--- config.mk ---
export PLATFORM = sky130hd
export DESIGN_NAME = stat_seq_pipe
export DESIGN_NICKNAME = d
export VERILOG_FILES = /design/src/rtl/stat_seq_pkg.sv /design/src/rtl/stat_seq_layer.sv /design/src/rtl/stat_seq_pipe.sv
export SDC_FILE = /design/constraint.sdc
export NUM_CORES = 1
export LEC_CHECK = 0
export CORE_AREA = 2 2 149 151
export CTS_CLUSTER_DIAMETER = 120
export DETAILED_ROUTE_END_ITERATION = 6
export DIE_AREA = 0 0 151 153
export MAX_ROUTING_LAYER = met4
export PLACE_DENSITY = 0.56
export RECOVER_POWER = 100
export SLEW_MARGIN = 20
export SYNTH_ARGS = -nofsm -noshare
export SYNTH_HDL_FRONTEND = slang
export SYNTH_SLANG_ARGS = --single-unit
--- constraint.sdc ---
create_clock -name clk -period 6.4 [get_ports clk]
set_input_delay 0.96 -clock clk [delete_from_list [all_inputs] [get_ports clk]]
set_output_delay 0.96 -clock clk [all_outputs]
set_load 0.05 [all_outputs]
--- src/rtl/stat_seq_pkg.sv ---
// Shared types and helpers for the stat_seq synthetic benchmark core.
package stat_seq_pkg;

    typedef enum logic [2:0] {
        G_AND, G_NAND, G_OR, G_NOR, G_XOR, G_XNOR, G_BUF, G_NOT
    } gate_e;

    localparam int TAP_B = 1;   // plus the layer index
    localparam int TAP_C = 3;
    localparam int TAP_D = 7;

    // taps[0] is the bit's own input; BUF/NOT look at nothing else
    function automatic logic gate_eval(gate_e g, logic [3:0] taps);
        case (g)
            G_AND:   return &taps;
            G_NAND:  return ~&taps;
            G_OR:    return |taps;
            G_NOR:   return ~|taps;
            G_XOR:   return ^taps;
            G_XNOR:  return ~^taps;
            G_BUF:   return taps[0];
            default: return ~taps[0];
        endcase
    endfunction

    function automatic gate_e gate_sel(int bit_idx, int layer_idx);
        return gate_e'(3'((bit_idx + layer_idx) % 8));
    endfunction

    function automatic int lw_calc(int n_in, int n_state);
        return n_in + n_state;
    endfunction

    function automatic int latency_calc(int n_layers, int pipe_en);
        return (pipe_en != 0) ? n_layers + 1 : 2;
    endfunction

endpackage

--- src/rtl/stat_seq_layer.sv ---
// One combinational gate layer; gate type and tap pattern fixed by bit and layer index.
module stat_seq_layer
    import stat_seq_pkg::*;
#(
    parameter int LW        = 28,
    parameter int LAYER_IDX = 0
) (
    input  logic [LW-1:0] a_i,
    output logic [LW-1:0] y_o
);

    for (genvar i = 0; i < LW; i++) begin : g_bit
        localparam gate_e G = gate_sel(i, LAYER_IDX);
        logic [3:0] taps;
        assign taps   = {a_i[(i + TAP_D) % LW], a_i[(i + TAP_C) % LW],
                         a_i[(i + TAP_B + LAYER_IDX) % LW], a_i[i]};
        assign y_o[i] = gate_eval(G, taps);
    end

endmodule

--- src/rtl/stat_seq_pipe.sv ---
// Sequential synthetic benchmark core: layered gate pipeline with state feedback,
// valid/ready handshake, MISR signature and saturating beat counter.
module stat_seq_pipe
    import stat_seq_pkg::*;
#(
    parameter int               N_IN      = 20,
    parameter int               N_OUT     = 24,
    parameter int               N_STATE   = 8,
    parameter int               N_LAYERS  = 3,
    parameter int               PIPE_EN   = 1,
    parameter logic [N_OUT-1:0] MISR_POLY = 'h1B
) (
    input  logic             clk,
    input  logic             rst,
    input  logic             in_valid,
    output logic             in_ready,
    input  logic [N_IN-1:0]  in_data,
    output logic             out_valid,
    input  logic             out_ready,
    output logic [N_OUT-1:0] out_data,
    input  logic             sig_clr,
    output logic [N_OUT-1:0] signature,
    output logic [15:0]      beat_cnt
);

    localparam int LW   = lw_calc(N_IN, N_STATE);
    localparam int NSTG = latency_calc(N_LAYERS, PIPE_EN) - 1;  // index of the output register
    localparam int SW   = (N_STATE > 0) ? N_STATE : 1;

    logic [NSTG:0][LW-1:0]     stg_q, stg_d;
    logic [NSTG:0]             vld_pipe_q;
    logic [N_LAYERS-1:0][LW-1:0] lin, lout;
    logic [LW-1:0]             a_d;
    logic [SW-1:0]             state_q;
    logic [N_OUT-1:0]          sig_q, sig_d;
    logic [15:0]               cnt_q, cnt_d;
    logic                      adv, acc;

    assign out_valid = vld_pipe_q[NSTG];
    assign adv       = !out_valid || out_ready;
    assign in_ready  = adv;
    assign acc       = out_valid && out_ready;
    assign out_data  = stg_q[NSTG][N_OUT-1:0];
    assign signature = sig_q;
    assign beat_cnt  = cnt_q;

    // Unpipelined: layers chain combinationally from stage 0 into the single output register
    for (genvar l = 0; l < N_LAYERS; l++) begin : g_layer
        if (PIPE_EN != 0 || l == 0) begin : g_from_reg
            assign lin[l] = stg_q[l];
        end else begin : g_from_comb
            assign lin[l] = lout[l-1];
        end
        stat_seq_layer #(.LW(LW), .LAYER_IDX(l)) u_layer (.a_i(lin[l]), .y_o(lout[l]));
    end

    assign stg_d[0] = a_d;
    for (genvar k = 1; k <= NSTG; k++) begin : g_stg
        assign stg_d[k] = lout[(PIPE_EN != 0) ? k - 1 : N_LAYERS - 1];
    end

    always_ff @(posedge clk or posedge rst) begin
        if (rst) begin
            stg_q      <= '0;
            vld_pipe_q <= '0;
        end else if (adv) begin
            stg_q      <= stg_d;
            vld_pipe_q <= {vld_pipe_q[NSTG-1:0], in_valid};
        end
    end

    // Stage 0 samples state_q before this cycle's accept updates it
    if (N_STATE > 0) begin : g_state
        always_ff @(posedge clk or posedge rst) begin
            if (rst)      state_q <= '0;
            else if (acc) state_q <= stg_q[NSTG][LW-1 -: N_STATE];
        end
        assign a_d = {state_q, in_data};
    end else begin : g_nostate
        assign state_q = '0;
        assign a_d     = in_data;
    end

    always_comb begin
        sig_d = sig_q;
        cnt_d = cnt_q;
        if (sig_clr) begin
            sig_d = '0;
            cnt_d = '0;
        end else if (acc) begin
            sig_d = {sig_q[N_OUT-2:0], 1'b0} ^ (sig_q[N_OUT-1] ? MISR_POLY : '0) ^ out_data;
            cnt_d = (cnt_q == 16'hFFFF) ? cnt_q : cnt_q + 16'd1;
        end
    end

    always_ff @(posedge clk or posedge rst) begin
        if (rst) begin
            sig_q <= '0;
            cnt_q <= '0;
        end else begin
            sig_q <= sig_d;
            cnt_q <= cnt_d;
        end
    end

endmodule

==> Flow_metrics.wiki, run 1 <==
{| class="wikitable"
! Metric !! Value
|-
| Net count reported at finish || 852
|-
| Num ports || 91
|-
| Count of buffering cells on the critical path with inverters included || 3
|-
| Number of global-route vias before repair || 5156
|-
| Clock tree from TritonCTS || built
|-
| Simple-gate area share of the yosys netlist || 20.9%
|-
| Detailed placement HPWL || 11500 um
|-
| Biggest fanout along the worst timing path || 59
|-
| Library cell used as clock root buffer || clkbuf_16
|-
| Share of layout cells above drive strength 1 || 5.25%
|-
| Distinct cell type count after synthesis || 40
|-
| Startpoint type of the worst setup path || input port
|-
| DR pass1 iterations || 4
|-
| Floorplan Core Area || 21500 um2
|-
| DRC violations left || 0
|-
| Final setup vio count || 0
|-
| Critical path's top delay family || buffers and inverters
|-
| Maximum number of pins on one net before global-route repair || 110
|-
| Count of standard-cell rows || 54
|-
| Stage delay of the slowest cell on the critical path || 1.34 ns
|-
| Vias || 5416
|-
| Worst path setup slack after routing || 1.51 ns
|-
| Hold path startpoint || vld_pipe_q[2]
|-
| Crit path arrival time || 3.93 ns
|-
| Critical Path End Type || output pin
|-
| Total of flip-flops plus latches after synthesis || 164
|-
| Leakage Power || 3.76 nW
|-
| Run status || finished with violations
|-
| Clock edge transition at the registers on the reported setup and hold paths || 0.06 ns
|-
| Slew Limit Fails || 354
|-
| Mean cell area of the mapped netlist || 9.54 um2
|-
| Warnings, synthesis || 0
|-
| Launch point of the worst reg-to-reg path || vld_pipe_q[3]
|-
| Wire length reported by the detailed router || 17200 um
|-
| Crit Path Category || input port to output pin
|-
| Vert. Die Dim || 153 um
|-
| Post-cts gate resize count || 0
|-
| Highest attainable clock frequency || 205 MHz
|-
| Worst slew margin relative to its limit || -84.6%
|-
| Post-synth net total || 804
|-
| Area share of the largest cell type after synthesis || 55.3%
|-
| Violations in the final reports || max-capacitance violations, max-slew violations
|-
| PwrDens || 486 nW/um2
|-
| Min-delay worst type || flip-flop to flip-flop
|-
| Number of failing hold endpoints at the final stage || 0
|-
| Post-Route Setup TNS || 0 ns
|-
| Hold Path Sink || vld_pipe_q[3]
|-
| Combined global-route utilization of all metal layers || 15.9%
|-
| Footprint of the flip-flops and latches || 4100 um2
|-
| Worst setup timing slack at the placement stage || 2.36 ns
|-
| Initial antenna violation count || 0
|-
| Synth top area cells || dfrtp_1 (55%), nand2_1 (9.7%), xnor2_1 (8.0%)
|-
| Number of cells on the worst hold path || 1
|-
| Proportion of synthesized area in mux cells || 0.439%
|-
| Max_cap viols || 6
|-
| Reg2reg setup slack || 2.57 ns
|-
| Count leader, synth || nand2_1
|-
| Number of buffers added by the clock tree synthesis step || 17
|-
| Adder and majority cell fraction of the synthesized area || 0.169%
|-
| Cell type with the highest occurrence count on the critical path || dlygate4sd3_1
|-
| Layout Skew || 0.00901 ns
|-
| ANT cells || 0
|-
| Worst reg-to-reg path cell count || 4
|-
| Register area share after synthesis || 55.3%
|-
| Number of buffers inserted for hold repair after clock tree synthesis || 0
|-
| Global-route wire length before repair || 28200 um
|-
| Slowest-stage cell, CP || and2b_1
|-
| FFs w/ async S/R, synth || 100%
|-
| Layout Area Growth over Synthesis || 20.1%
|-
| Die outline area || 23100 um2
|-
| Clock latency on the worst-skew pair || 0.42 ns
|-
| GP Congestion || 0.782
|-
| Required time worst endpoint || 5.44 ns
|-
| Overflow left after global routing || 0
|-
| Top cells by count, synth || nand2_1 (192), dfrtp_1 (164), nor2_1 (80), xnor2_1 (68), a21oi_1 (41)
|-
| Routed wire length per instance || 15.4 um
|-
| Drt initial violations || 330
|-
| Post-detailed-route via-to-cell ratio || 4.84
|-
| Leading register cell type out of synthesis || dfrtp_1
|-
| Count of filler cells inserted in the layout || 2168
|-
| Capture point of the worst reg-to-reg path || out_data[23]
|-
| Count of mapped cells out of synthesis || 778
|-
| Dominant combinational cell family by area after synthesis || simple AND/OR/NAND/NOR gates
|-
| Unrepaired setup endpoints after global routing || no
|-
| Slew at the pin closest to its max-slew limit || 2.77 ns
|-
| Maximum clock path buffer count || 2
|-
| Count of buffers inserted at the top-level ports || 90
|-
| Initial standard-cell utilization of the core || 34.5%
|-
| Final Critical Period || 4.89 ns
|-
| Overall die width || 151 um
|-
| Largest area contributor in the synthesized netlist || dfrtp_1
|-
| Sinks on the clock net || 164
|-
| Xor/xnor share of the synthesized area || 9.21%
|-
| Netlist area before placement || 7420 um2
|-
| Fraction of the mapped netlist area in compound gates || 9.01%
|-
| Total setup buffers inserted after CTS || 0
|-
| Peak VDD IR || 0.000208 V
|-
| H-tree levels || 4
|-
| Number of enable-type register cells in the synthesized netlist || 0
|-
| Number of antenna-violating nets in the routed design || 0
|-
| CP cell instances || dlygate4sd3_1 > and2b_1 > clkinv_2 > dlygate4sd3_1
|-
| Final cycle utilization of the critical path || 76.4%
|-
| Multi-input gate area || 2910 um2
|}
-- worst register-to-register path, cell delays in order, from the launching register on --
cell and delay [ns]:
dfrtp_1 0.45, and2b_1 1.28, clkinv_2 0.18, clkbuf_2 1.12, a41oi_1 0.69
-- logic make-up (layout without fill, tap and decap cells) --
group	count (synthesis)	in the layout
AOI/OAI and AO/OA	113	113
and+or+nand+nor	349	349
DFF	164	164
xor gates and xnor gates	78	78
muxes	3	3
adders and majority gates	1	1
buffers and inverters	70	130
-- routing by layer --
| layer | part of all wire (%) | global-route usage, % | up-vias |
|---|---|---|---|
| li1 | - | - | 2680 |
| met1 | 51 | 23.6 | 2606 |
| met2 | 44 | 22.1 | 115 |
| met3 | 4.0 | 2.72 | 15 |
| met4 | 1.3 | 5.25 | 0 |
| met5 | 0 | - | - |
-- stage by stage --
step	instance area (um2)	total power [mW]	utilization, %	instances	hold WS [ns]
2_1_floorplan	7420	2.93	-	778	0.430
3_3_place_gp	8360	3.33	38.9	1087	0.440
3_5_place_dp	8360	3.36	38.9	1087	0.449
4_1_cts	8960	4.41	41.7	1118	0.462
5_1_grt	8910	4.60	41.5	1118	0.482
6_report	8910	4.33	41.5	1118	0.458
-- placed cells by master (no fill, tap or decap), types with 2 or more instances in the layout --
master and n:
bufinv_16 2, clkinv_2 2, nand2b_1 3, dfrtp_1 164, o41ai_1 4, a41oi_1 3
nor3_1 10, nor4_1 12, a21oi_1 41, nand4_1 22, nor2b_1 2, inv_1 2
buf_4 3, clkbuf_2 2, nand3_2 2, nand3_1 6, clkbuf_16 17, clkdlybuf4s50_1 22
a31oi_1 2, or3_1 6, mux2_2 2, o21ai_0 38, clkbuf_1 2, xor2_1 10
or4_1 9, dlygate4sd3_1 68, a211oi_1 21, xnor2_1 68, nor2_1 80, clkinvlp_4 3
nand2_1 192, clkbuf_8 5
-- how the worst max path moves through the flow --
| stage | depth (start not counted) | endpoint | slack [ns] | start |
|---|---|---|---|---|
| finish | 4 | in_ready | 1.51 | out_ready |
| global route | 4 | in_ready | 1.23 | out_ready |
| CTS | 4 | in_ready | 2.35 | out_ready |
| detailed placement | 4 | in_ready | 2.36 | out_ready |
| global placement | 4 | in_ready | 2.36 | out_ready |
| floorplan | 1 | beat_cnt[0] | 1.01 | rst |
-- registers in the layout, summed over array words and instances (netlist names) --
register and cells:
lin 84, out_data 24, signature 24, beat_cnt 16, state_q 8, stg_q 4
vld_pipe_q 4
-- where the power goes --
part	total [mW]	internal [mW]	switching, mW
Clock	1.04	0.625	0.415
Combinational	1.51	0.596	0.910
Sequential	1.79	1.37	0.414
Total	4.33	2.59	1.74
-- cell type report --
| cell class | count | share of cell area (%) |
|---|---|---|
| flip-flops and latches | 164 | 46.0 |
| multi-input cells | 544 | 32.6 |
| repair buffers | 95 | 10.5 |
| clock buffers | 24 | 5.63 |
| well taps | 280 | 3.93 |
| clock inverters | 7 | 1.08 |
| inverters | 4 | 0.197 |
No activity file was read; power rests on OpenSTA's default activity.
==> run 2, diff against run 1 <==
--- a/config.mk
+++ b/config.mk
@@ -10,7 +10,7 @@
 export DETAILED_ROUTE_END_ITERATION = 6
 export DIE_AREA = 0 0 151 153
 export MAX_ROUTING_LAYER = met4
-export PLACE_DENSITY = 0.56
+export PLACE_DENSITY = 0.58
 export RECOVER_POWER = 100
 export SLEW_MARGIN = 20
 export SYNTH_ARGS = -nofsm -noshare
==> constraint.sdc (replaced) <==
create_clock -name clk -period 4.1 [get_ports clk]
set_input_delay 0.615 -clock clk [delete_from_list [all_inputs] [get_ports clk]]
set_output_delay 0.615 -clock clk [all_outputs]
set_load 0.05 [all_outputs]
==> run 2 against run 1 <==
Against the previous run: the run still ends with max-capacitance violations, max-slew violations left; clock skew hardly changed; die area unchanged; non-clock buffer count increased by 2; worst hold slack hardly changed; critical path depth unchanged; first-iteration DRC count increased by 3.0%; design area about the same; flip-flop and latch count unchanged; utilization barely moved; sequential power up 55%; clock power increased by 55%.
==> Flow_metrics.wiki, run 2 (synthesis gave the netlist of run 1 again) <==
{| class="wikitable"
! Metric !! Value
|-
| Internal power consumption || 3.97 mW (+53%)
|-
| Part of the power in registers || 41.2% (about the same)
|-
| Number of failing hold endpoints at the final stage || 0 (unchanged)
|-
| Switching portion of total power || 41.1% (+0.99 points)
|-
| Drt initial violations || 340 (+3.0%)
|-
| Detailed placement HPWL || 11800 um (+2.4%)
|-
| Die outline area || 23100 um2 (unchanged)
|-
| Sw Pwr || 2.77 mW (+60%)
|-
| Capture point of the worst reg-to-reg path || beat_cnt[9]
|-
| Critical Path End Type || output pin
|-
| Number of buffers inserted for hold repair after clock tree synthesis || 0 (unchanged)
|-
| Worst path setup slack after routing || 0.752 ns (-0.762 ns)
|-
| Maximum number of pins on one net before global-route repair || 165 (+50%)
|-
| Highest attainable clock frequency || 299 MHz
|-
| Worst setup timing slack at the placement stage || 1.20 ns (-1.16 ns)
|-
| Wire length reported by the detailed router || 17100 um (-0.59%)
|-
| PwrDens || 756 nW/um2 (+56%)
|-
| Count of buffers inserted at the top-level ports || 90 (unchanged)
|-
| Slew at the pin closest to its max-slew limit || 2.23 ns (-0.544 ns)
|-
| Combined global-route utilization of all metal layers || 15.8% (-0.10 points)
|-
| Maximum clock path buffer count || 2 (unchanged)
|-
| Floorplan Core Area || 21500 um2 (unchanged)
|-
| Vias || 5374 (-0.78%)
|-
| End point of the critical path || in_ready
|-
| Overall die width || 151 um (unchanged)
|-
| Net count reported at finish || 854 (+0.23%)
|-
| Share of layout cells above drive strength 1 || 5.71% (+0.46 points)
|-
| Initial standard-cell utilization of the core || 34.5% (unchanged)
|-
| Unrepaired setup endpoints after global routing || no
|-
| Number of cells on the worst hold path || 1 (unchanged)
|-
| Crit path from || out_ready
|-
| H-tree levels || 4 (unchanged)
|-
| Worst slew margin relative to its limit || -48.4% (+36 points)
|-
| DRC violations left || 0 (unchanged)
|-
| Count of standard-cell rows || 54 (unchanged)
|-
| Clock tree from TritonCTS || built
|-
| Final Core Density || 41.5% (about the same)
|-
| Library cell used as clock root buffer || clkbuf_16
|-
| Final setup vio count || 0 (unchanged)
|-
| Global-route wire length before repair || 28000 um (-0.78%)
|-
| ANT cells || 0 (unchanged)
|-
| Slew Limit Fails || 221 (-38%)
|-
| Worst reg-to-reg path cell count || 5 (+1)
|-
| Number of flip-flops under the largest register name || 84 (unchanged)
|-
| Commonest non-fill, non-tap cell in the layout || nand2_1
|-
| Clock edge transition at the registers on the reported setup and hold paths || 0.06 ns (about the same)
|-
| DR pass1 iterations || 4 (unchanged)
|-
| Crit Path Category || input port to output pin
|-
| Required time worst endpoint || 3.48 ns (-1.96 ns)
|-
| Layout Skew || 0.00948 ns (+0.000467 ns)
|-
| Leakage Power || 3.75 nW (-0.15%)
|-
| Launch point of the worst reg-to-reg path || beat_cnt[0]
|-
| Total setup buffers inserted after CTS || 0 (unchanged)
|-
| Crit path arrival time || 2.73 ns (-1.20 ns)
|-
| Post-cts gate resize count || 0 (unchanged)
|-
| Min-delay worst type || flip-flop to flip-flop
|-
| Number of buffers added by the clock tree synthesis step || 17 (unchanged)
|-
| Sinks on the clock net || 164 (unchanged)
|-
| Number of antenna-violating nets in the routed design || 0 (unchanged)
|-
| Fraction of power consumed by the clock network || 23.9% (about the same)
|-
| Number of global-route vias before repair || 5046 (-2.1%)
|-
| GP Congestion || 0.808 (+3.3%)
|-
| Run status || finished with violations
|-
| Clock latency on the worst-skew pair || 0.42 ns (about the same)
|-
| Commonest non-fill, non-tap cells in the layout || nand2_1 (192), dfrtp_1 (164), nor2_1 (80), xnor2_1 (68), dlygate4sd3_1 (67)
|-
| Startpoint type of the worst setup path || input port
|-
| Num ports || 91 (unchanged)
|-
| Vert. Die Dim || 153 um (unchanged)
|-
| Final Hold Slack || 0.458 ns (+0.0000520 ns)
|-
| Post-detailed-route via-to-cell ratio || 4.79 (-1.0%)
|-
| Layout Area Growth over Synthesis || 20.2% (about the same)
|-
| Final Critical Period || 3.35 ns
|-
| Reg2reg setup slack || 1.09 ns (-1.48 ns)
|-
| Peak VDD IR || 0.000332 V (+59%)
|-
| Routed wire length per instance || 15.3 um (-0.85%)
|-
| Combinational Power Share || 34.9% (+0.2 points)
|-
| Initial antenna violation count || 0 (unchanged)
|-
| Max_cap viols || 4 (-2)
|-
| Post-Route Setup TNS || 0 ns (unchanged)
|-
| Violations in the final reports || max-capacitance violations, max-slew violations
|-
| Final cycle utilization of the critical path || 81.7%
|-
| Biggest fanout along the worst timing path || 28 (-53%)
|-
| Overflow left after global routing || 0 (unchanged)
|}
-- run 2: routing by layer --
layer	vias up	track usage (%)	wire [um]
met1	2572	23.4	8770
met4	0	4.27	92
met2	103	22.5	7690
li1	2693	-	-
met5	-	-	0
met3	6	2.66	553
-- run 2: worst max-delay path, cell delays in order --
cell and delay [ns]:
dlygate4sd3_1 0.60, and2b_4 0.50, clkinvlp_2 0.57, clkbuf_1 0.44
-- run 2: cell type report --
class	instances	area (um2)
Clock buffer	17	425
Multi-Input combinational cell	544	2910
Fill cell	2141	12600
Timing Repair Buffer	97	935
Tap cell	280	350
Sequential cell	164	4100
Inverter	4	20.0
Clock inverter	15	170
-- run 2: power groups by stage --
stage / sequential (mW) / clock [mW] / combinational, mW
final: 2.78 / 1.61 / 2.35
after global routing: 2.87 / 1.72 / 2.60
after CTS: 2.80 / 1.65 / 2.45
after detailed placement: 2.83 / 0 / 2.44
after global placement: 2.82 / 0 / 2.39
after floorplan: 2.83 / 0 / 1.75
-- run 2: worst min-delay path by stage --
stage,to,start,slack (ns)
floorplan,vld_pipe_q[2],vld_pipe_q[2],0.43
global placement,vld_pipe_q[2],vld_pipe_q[2],0.44
detailed placement,vld_pipe_q[3],vld_pipe_q[2],0.44
CTS,vld_pipe_q[3],vld_pipe_q[2],0.46
global route,vld_pipe_q[3],vld_pipe_q[2],0.47
finish,vld_pipe_q[3],vld_pipe_q[2],0.46
-- run 2: stage by stage --
| step | total power, mW | area, um2 | instances |
|---|---|---|---|
| detailed placement | 5.26 | 8380 | 1089 |
| finish | 6.74 | 8920 | 1121 |
| global route | 7.19 | 8920 | 1121 |
| global placement | 5.21 | 8380 | 1089 |
| CTS | 6.90 | 8980 | 1121 |
| floorplan | 4.58 | 7420 | 778 |
==> run 3, diff against run 2 <==
==> constraint.sdc (replaced) <==
create_clock -name clk -period 2.8 [get_ports clk]
set_input_delay 0.42 -clock clk [delete_from_list [all_inputs] [get_ports clk]]
set_output_delay 0.42 -clock clk [all_outputs]
set_load 0.05 [all_outputs]
==> run 3 against run 2 <==
Against the previous run: the run still ends with max-capacitance violations, max-slew violations left; global-route usage increased by 0.23 points; sequential power increased by 47%; register-to-register slack got worse by 0.56 ns; first-iteration DRC count increased by 2.4%; critical path depth unchanged; die area unchanged; clock skew increased by 0.0013 ns.
==> Flow_metrics.wiki, run 3 (synthesis gave the netlist of run 1 again) <==
{| class="wikitable"
! Metric !! Value
|-
| Vias || 5399 (+0.47%)
|-
| Maximum number of pins on one net before global-route repair || 135 (-18%)
|-
| Drt initial violations || 348 (+2.4%)
|-
| Global-route wire length before repair || 28200 um (+0.54%)
|-
| Floorplan Core Area || 21500 um2 (unchanged)
|-
| Clock latency on the worst-skew pair || 0.42 ns (about the same)
|-
| Slew Limit Fails || 31 (-86%)
|-
| ANT cells || 0 (unchanged)
|-
| Overflow left after global routing || 0 (unchanged)
|-
| Num ports || 91 (unchanged)
|-
| Biggest fanout along the worst timing path || 6 (-79%)
|-
| Post-cts gate resize count || 0 (unchanged)
|-
| Required time worst endpoint || 2.38 ns (-1.10 ns)
|-
| Detailed placement HPWL || 11800 um (about the same)
|-
| Crit path arrival time || 1.87 ns (-0.86 ns)
|-
| Post-detailed-route via-to-cell ratio || 4.80 (+0.20%)
|-
| Number of failing hold endpoints at the final stage || 0 (unchanged)
|-
| GP Congestion || 0.822 (+1.8%)
|-
| Final cycle utilization of the critical path || 81.6%
|-
| Vert. Die Dim || 153 um (unchanged)
|-
| Worst slew margin relative to its limit || -10.2% (+38 points)
|-
| Layout Area Growth over Synthesis || 21.3%
|-
| Non-filler cells, final || 1124 (+0.27%)
|-
| Sinks on the clock net || 164 (unchanged)
|-
| Count of filler cells inserted in the layout || 2129 (-0.56%)
|-
| Wire length reported by the detailed router || 17300 um (+1.1%)
|-
| Net count reported at finish || 858 (+0.47%)
|-
| Commonest non-fill, non-tap cell in the layout || nand2_1
|-
| Final Hold Slack || 0.460 ns (+0.00251 ns)
|-
| Number of antenna-violating nets in the routed design || 0 (unchanged)
|-
| Worst path setup slack after routing || 0.515 ns (-0.237 ns)
|-
| DR pass1 iterations || 4 (unchanged)
|-
| Final Cell Area || 8990 um2 (+0.88%)
|-
| Startpoint type of the worst setup path || input port
|-
| Maximum clock path buffer count || 2 (unchanged)
|-
| Max_cap viols || 1 (-3)
|-
| Combined global-route utilization of all metal layers || 16.1% (+0.23 points)
|-
| H-tree levels || 4 (unchanged)
|-
| Violations in the final reports || max-capacitance violations, max-slew violations
|-
| Footprint of the flip-flops and latches || 4100 um2 (unchanged)
|-
| Total power draw || 9.97 mW (+48%)
|-
| Final Core Density || 41.9% (+0.37 points)
|-
| Initial standard-cell utilization of the core || 34.5% (unchanged)
|-
| Total setup buffers inserted after CTS || 0 (unchanged)
|-
| Number of buffers added by the clock tree synthesis step || 17 (unchanged)
|-
| Run status || finished with violations
|-
| Commonest non-fill, non-tap cells in the layout || nand2_1 (192), dfrtp_1 (164), nor2_1 (80), xnor2_1 (68), dlygate4sd3_1 (67)
|-
| Critical Path End Type || output pin
|-
| Peak VDD IR || 0.000462 V (+39%)
|-
| Count of buffers inserted at the top-level ports || 90 (unchanged)
|-
| Min-delay worst type || flip-flop to flip-flop
|-
| Overall die width || 151 um (unchanged)
|-
| Unrepaired setup endpoints after global routing || no
|-
| Clock tree from TritonCTS || built
|-
| Initial antenna violation count || 0 (unchanged)
|-
| Layout Skew || 0.0108 ns (+0.00135 ns)
|-
| Leakage Power || 3.81 nW (+1.5%)
|-
| Placed cell area || 8440 um2 (+0.66%)
|-
| Worst setup timing slack at the placement stage || 0.504 ns (-0.697 ns)
|-
| PwrDens || 1110 nW/um2 (+47%)
|-
| Library cell used as clock root buffer || clkbuf_16
|-
| Count of standard-cell rows || 54 (unchanged)
|-
| Multi-input gate area || 2920 um2 (+0.26%)
|-
| Slew at the pin closest to its max-slew limit || 1.65 ns (-0.572 ns)
|-
| Post-placement cell count || 1093 (+0.37%)
|-
| Crit Path Category || input port to output pin
|-
| Post-Route Setup TNS || 0 ns (unchanged)
|-
| Highest attainable clock frequency || 438 MHz
|-
| Die outline area || 23100 um2 (unchanged)
|-
| Number of flip-flops under the largest register name || 84 (unchanged)
|-
| Clock edge transition at the registers on the reported setup and hold paths || 0.06 ns (about the same)
|-
| Final setup vio count || 0 (unchanged)
|-
| Number of buffers inserted for hold repair after clock tree synthesis || 0 (unchanged)
|-
| Share of layout cells above drive strength 1 || 6.04% (+0.34 points)
|-
| DRC violations left || 0 (unchanged)
|-
| Routed wire length per instance || 15.4 um (+0.81%)
|-
| Final Critical Period || 2.29 ns
|-
| Number of global-route vias before repair || 5120 (+1.5%)
|}
run 3: final timing paths:
check                              start            end  slack, ns  depth (start not counted)
hold / removal             vld_pipe_q[2]  vld_pipe_q[3]       0.46                          1
setup / recovery               out_ready       in_ready       0.51                          4
setup reg to reg             beat_cnt[1]    beat_cnt[6]       0.53                          6
hold reg to reg            vld_pipe_q[2]  vld_pipe_q[3]       0.46                          1
max in group asynchronous            rst   signature[5]       0.71                          3
min in group asynchronous            rst  vld_pipe_q[0]       0.68                          3
run 3: area by class of cell:
cell class,count,share of cell area [%]
well taps,280,3.89
repair buffers,101,11.0
flip-flops and latches,164,45.6
multi-input cells,544,32.5
clock buffers,20,5.19
inverters,4,0.195
clock inverters,11,1.63
run 3: metal layers:
| metal | track usage, % | routed length [um] | vias up |
|---|---|---|---|
| met4 | 4.41 | 200 | 0 |
| met5 | - | 0 | - |
| met3 | 3.64 | 777 | 15 |
| li1 | - | - | 2701 |
| met1 | 23.3 | 8650 | 2562 |
| met2 | 22.5 | 7660 | 121 |
run 3: worst max-delay path, cell delays in order:
cell	delay [ns]
dlygate4sd3_1	0.63
and2b_1	0.29
clkinvlp_2	0.20
clkbuf_2	0.31
run 3: power by group:
part	internal [mW]	switching [mW]
Sequential	3.13	0.958
Clock	1.47	0.956
Combinational	1.35	2.09
